===== config.mk =====
export PLATFORM = sky130hd
export DESIGN_NAME = alu_result_tx
export DESIGN_NICKNAME = d
export VERILOG_FILES = /design/src/rtl/config_pkg.sv /design/src/rtl/tx_byte_mux.sv /design/src/rtl/alu_result_tx.sv
export SDC_FILE = /design/constraint.sdc
export NUM_CORES = 1
export LEC_CHECK = 0
export ABC_AREA = 1
export CAP_MARGIN = 20
export CORE_MARGIN = 4
export CORE_UTILIZATION = 50
export DETAILED_ROUTE_END_ITERATION = 6
export GPL_TIMING_DRIVEN = 1
export PLACE_DENSITY = 0.79
export SYNTH_ARGS = -nofsm -noshare
export SYNTH_HDL_FRONTEND = slang
export SYNTH_SLANG_ARGS = --single-unit

===== constraint.sdc =====
create_clock -name clk -period 3.43 [get_ports clk]
set_clock_uncertainty 0.2 [all_clocks]
set_input_delay 0.686 -clock clk [delete_from_list [all_inputs] [get_ports clk]]
set_output_delay 0.686 -clock clk [all_outputs]
set_load 0.05 [all_outputs]

===== src/rtl/config_pkg.sv =====
// Shared constants, opcode table and FSM state type for the ALU result packer.
package config_pkg;

  localparam int unsigned HDR_BYTES = 4;

  localparam logic [7:0] OP_ECHO = 8'hEC;
  localparam logic [7:0] OP_ADD  = 8'hAD;
  localparam logic [7:0] OP_MUL  = 8'hAC;
  localparam logic [7:0] OP_DIV  = 8'hD1;

  typedef enum logic [1:0] {
    IDLE,
    HDR,
    DATA
  } tx_state_e;

  // Payload byte count carried by each opcode; unknown opcodes use the 32-bit form.
  function automatic logic [3:0] payload_len(input logic [7:0] opcode);
    case (opcode)
      OP_ECHO: return 4'd1;
      OP_ADD:  return 4'd4;
      OP_MUL:  return 4'd8;
      OP_DIV:  return 4'd4;
      default: return 4'd4;
    endcase
  endfunction

endpackage


===== src/rtl/tx_byte_mux.sv =====
// Selects the outgoing byte: header fields in HDR, little-endian result bytes in DATA.
module tx_byte_mux
  import config_pkg::*;
#(
  parameter int unsigned HDR_LEN = config_pkg::HDR_BYTES
) (
  input  tx_state_e   state_i,
  input  logic [2:0]  idx_i,
  input  logic [7:0]  opcode_i,
  input  logic [63:0] result_i,
  input  logic [3:0]  len_i,
  output logic [7:0]  byte_o
);

  logic [7:0] w_total_len;

  assign w_total_len = 8'(HDR_LEN) + {4'b0000, len_i};

  always_comb begin
    byte_o = '0;
    case (state_i)
      HDR: begin
        case (idx_i)
          3'd0:    byte_o = opcode_i;
          3'd2:    byte_o = w_total_len;
          default: byte_o = '0;
        endcase
      end
      DATA:    byte_o = result_i[{idx_i, 3'b000} +: 8];
      default: byte_o = '0;
    endcase
  end

endmodule


===== src/rtl/alu_result_tx.sv =====
// Captures one ALU result and streams it as a header + little-endian payload packet
// over a valid/ready byte interface toward the UART transmitter.
module alu_result_tx #(
  parameter int unsigned HDR_BYTES = config_pkg::HDR_BYTES
) (
  input  logic        clk,
  input  logic        rst,
  input  logic [7:0]  opcode_i,
  input  logic [63:0] result_i,
  input  logic        result_valid_i,
  output logic        result_ready_o,
  output logic [7:0]  tx_data_o,
  output logic        tx_valid_o,
  input  logic        tx_ready_i,
  output logic        busy_o,
  output logic        done_o
);
  import config_pkg::*;

  tx_state_e   r_state;
  tx_state_e   w_state_nxt;
  logic [2:0]  r_idx;
  logic [2:0]  w_idx_nxt;
  logic [7:0]  r_opcode;
  logic [63:0] r_result;
  logic        r_done;
  logic        w_done_nxt;
  logic        w_capture;
  logic        w_hs;
  logic [3:0]  w_len;
  logic        w_hdr_last;
  logic        w_data_last;

  assign w_len       = payload_len(r_opcode);
  assign w_capture   = (r_state == IDLE) && result_valid_i;
  assign w_hs        = tx_valid_o && tx_ready_i;
  assign w_hdr_last  = (r_idx == 3'(HDR_BYTES - 1));
  assign w_data_last = (r_idx == 3'(w_len - 4'd1));

  always_comb begin
    w_state_nxt = r_state;
    w_idx_nxt   = r_idx;
    w_done_nxt  = 1'b0;
    case (r_state)
      IDLE: begin
        if (w_capture) begin
          w_state_nxt = HDR;
          w_idx_nxt   = '0;
        end
      end
      HDR: begin
        if (w_hs) begin
          if (w_hdr_last) begin
            w_state_nxt = DATA;
            w_idx_nxt   = '0;
          end else begin
            w_idx_nxt = r_idx + 3'd1;
          end
        end
      end
      DATA: begin
        if (w_hs) begin
          if (w_data_last) begin
            w_state_nxt = IDLE;
            w_idx_nxt   = '0;
            w_done_nxt  = 1'b1;
          end else begin
            w_idx_nxt = r_idx + 3'd1;
          end
        end
      end
      default: begin
        w_state_nxt = IDLE;
        w_idx_nxt   = '0;
      end
    endcase
  end

  always_ff @(posedge clk or posedge rst) begin
    if (rst) begin
      r_state <= IDLE;
      r_idx   <= '0;
      r_done  <= 1'b0;
    end else begin
      r_state <= w_state_nxt;
      r_idx   <= w_idx_nxt;
      r_done  <= w_done_nxt;
    end
  end

  always_ff @(posedge clk or posedge rst) begin
    if (rst) begin
      r_opcode <= '0;
      r_result <= '0;
    end else if (w_capture) begin
      r_opcode <= opcode_i;
      r_result <= result_i;
    end
  end

  tx_byte_mux #(
    .HDR_LEN(HDR_BYTES)
  ) u_byte_mux (
    .state_i  (r_state),
    .idx_i    (r_idx),
    .opcode_i (r_opcode),
    .result_i (r_result),
    .len_i    (w_len),
    .byte_o   (tx_data_o)
  );

  assign busy_o         = (r_state != IDLE);
  assign tx_valid_o     = busy_o;
  assign result_ready_o = ~busy_o;
  assign done_o         = r_done;

endmodule


==> run_results.csv <==
group,metric,value,unit
outcome,status,"finished clean",
cts,clock-sinks,78,
grt,antenna_found_initial,0,
setup_path,end_kind,"output pin",
placed_design,dpl.hpwl,6800,um
drt,ant_nets,0,
pwr,power_density,778,mW/mm2
setup_path,path_class,"register to output pin",
cts,cts_buffer_depth,2,
synth,yosysMostFrequentCell,"dfrtp_1",
final_layout,areaGrowthSynthToFinish,31.1,%
cts,clk_latency,0.35,ns
grt,grt_pass1_wl,14500,um
sta,setup_viol,0,
job,max_cap_viol_count,0,
pwr,leakage,2.23,nW
sta,post-route-period-util,0.921,
die,die_h,96.5,um
synth,yosysWarnings,0,
cts,cts_root_buf,"clkbuf_8",
pwr,vdd_drop_max,0.395,mV
drt,vias,3087,
cts,clk_pin_slew_worst_paths,0.08,ns
sta,relSlewSlack,0.444,
die,core_area,0.00769,mm2
cts,cts_hold_buf,0,
sta,tightest_slew,0.833,ns
synth,synth_edf_count,0,
synth,ys_ff_latch,78,
sta,fin_crit,3.16,ns
placed_design,io_buffers,87,
setup_path,crit_fanout,23,
drt,first_iter_violations,176,
drt,avgViaCountPerCell,5.29,
sta,finalHoldViolCount,0,
cts,cts_resized,0,
grt,overflow,0,
setup_path,ff2ff_setup_slack,1.33,ns
die,die_x,96.5,um
final_layout,antennaDiodeCount,0,
final_layout,drive_above_1_share,0.104,
setup_path,worstSetupStartpointType,"register",
cts,cts_buffers,9,
sta,rsz0062_at_grt,"false",
synth,syn_area,0.00392,mm2
setup_path,crit_arrival,2.27,ns
sta,maxSlewViolCount,0,
setup_path,worstPathRequired,2.54,ns
final_layout,fin_area,0.00513,mm2
sta,fmax,0.317,GHz
sta,finalSetupTns,0,ns
synth,synthesis.nets,479,
grt,grt_pass1_vias,3113,
drt,drt-wirelength-per-cell,15.7,um
synth,synth-main-ff-cell,"dfrtp_1",
cts,postCtsSetupBuffers,0,
synth,synthArstFlopShare,1.00,
hold_path,hold_path_class,"register to register",
die,rows,32,
synth,synth.top_cell.area_share,0.498,
synth,postSynthCellCount,395,
grt,track_usage,0.207,
drt,drt-total-wl,9150,um
drt,drc,0,
placed_design,gp_congestion,0.892,
cts,cts_tree,"built",
synth,yosys.cell_types.count,28,
synth,synth_commonest_cells,"78 x dfrtp_1, 53 x mux2_1, 45 x nor2_1",
synth,synth_top_cell_by_area,"dfrtp_1",
synth,yosysSeqAreaShare,0.498,
grt,grt_max_degree,53,
die,start_util,0.509,
placed_design,postPlaceCellArea,0.00490,mm2
synth,synth.avg_cell_area,9.91,um2
drt,dr.pass1.iters,4,
cts,htreeDepth,3,
die,dieArea,0.00931,mm2
final_layout,nNetsFinal,561,
synth,synthTopCellsByArea,"dfrtp_1 50%, mux2_1 15%, a21oi_1 4.7%",
die,io_pins,88,
-- metrics by stage --
step	power, mW	utilization	hold WS [ns]	setup WS [ns]	instances
2_1_floorplan	2.71	-	0.259	0.501	395
3_3_place_gp	3.15	0.637	0.271	0.785	568
3_5_place_dp	3.23	0.637	0.278	0.689	568
4_1_cts	4.03	0.668	0.298	0.288	584
5_1_grt	4.27	0.668	0.310	0.0752	584
6_report	3.99	0.668	0.295	0.271	584
-- power breakdown --
group          internal (mW)  total (mW)  switching, mW
Combinational          0.683        1.58          0.901
Clock                  0.469       0.795          0.327
Sequential              1.36        1.61          0.251
Total                   2.52        3.99           1.48
-- sequential cells by signal, summed over array words and instances, names as in the netlist --
signal    cells
done_o        1
r_idx         3
r_opcode      8
r_result     64
r_state       2
-- logic make-up (layout without fill, tap and decap cells) --
| family | Yosys count | count (layout) | synth area share |
|---|---|---|---|
| AOI/OAI and AO/OA | 90 | 90 | 0.131 |
| and+or+nand+nor | 107 | 107 | 0.119 |
| adders and majority gates | 8 | 8 | 0.0256 |
| buffers and inverters | 58 | 145 | 0.0703 |
| muxes | 54 | 54 | 0.155 |
| DFF | 78 | 78 | 0.498 |
-- final timing paths --
kind	start	to	cells past startpoint
setup reg to reg	r_state[0]$_DFFE_PP0P_	r_result[54]$_DFFE_PP0P_	5
hold reg to reg	r_result[50]$_DFFE_PP0P_	r_result[50]$_DFFE_PP0P_	1
setup / recovery	r_idx[0]$_DFFE_PP0P_	tx_data_o[1]	7
max in group asynchronous	rst	r_result[36]$_DFFE_PP0P_	3
hold / removal	r_result[50]$_DFFE_PP0P_	r_result[50]$_DFFE_PP0P_	1
min in group asynchronous	rst	r_result[62]$_DFFE_PP0P_	2
-- area by class of cell --
| class | instances | area [um2] |
|---|---|---|
| clock buffers | 13 | 169 |
| clock inverters | 3 | 65.1 |
| fillers | 618 | 2550 |
| inverters | 35 | 133 |
| multi-input cells | 259 | 1700 |
| flip-flops and latches | 78 | 1950 |
| well taps | 102 | 128 |
| repair buffers | 94 | 991 |
-- worst max-delay path, cell delays in order (launching register included) --
cell,delay (ns)
dfrtp_1,0.40
inv_2,0.32
ha_1,0.21
nand2_1,0.06
nor2_1,0.35
nand2_1,0.09
a21oi_1,0.29
buf_12,0.18
-- metal layers --
| layer | global-route usage | part of all wire |
|---|---|---|
| met5 | 0 | 0 |
| met2 | 0.352 | 0.50 |
| met4 | 0.0724 | 0.013 |
| met3 | 0.0418 | 0.070 |
| met1 | 0.263 | 0.42 |
-- cell usage in the layout, fill, tap and decap left out --
cell type        Yosys  final
o21ai_1             27     27
buf_12               0      7
clkbuf_1             2      1
bufinv_16            0      2
inv_1               30     29
a21oi_1             37     37
a32oi_1              1      1
nand3_1              9      9
nand4_1              2      2
nor2_2               1      1
nor2_4               1      1
mux2_1              53     53
inv_2                4      5
o21ai_0              5      5
mux2_2               1      1
o211ai_1            18     18
clkbuf_8             0     12
clkinv_2             1      2
buf_4                2      8
nand2_1             39     38
or2_2                1      1
o211ai_2             2      2
dfrtp_1             78     78
nand2_2              3      3
nor3_1               2      2
nand2_4              1      2
ha_1                 8      8
clkdlybuf4s50_1      0     79
nand3_2              3      3
nor2_1              45     45
(Power assumes the default switching activity.)
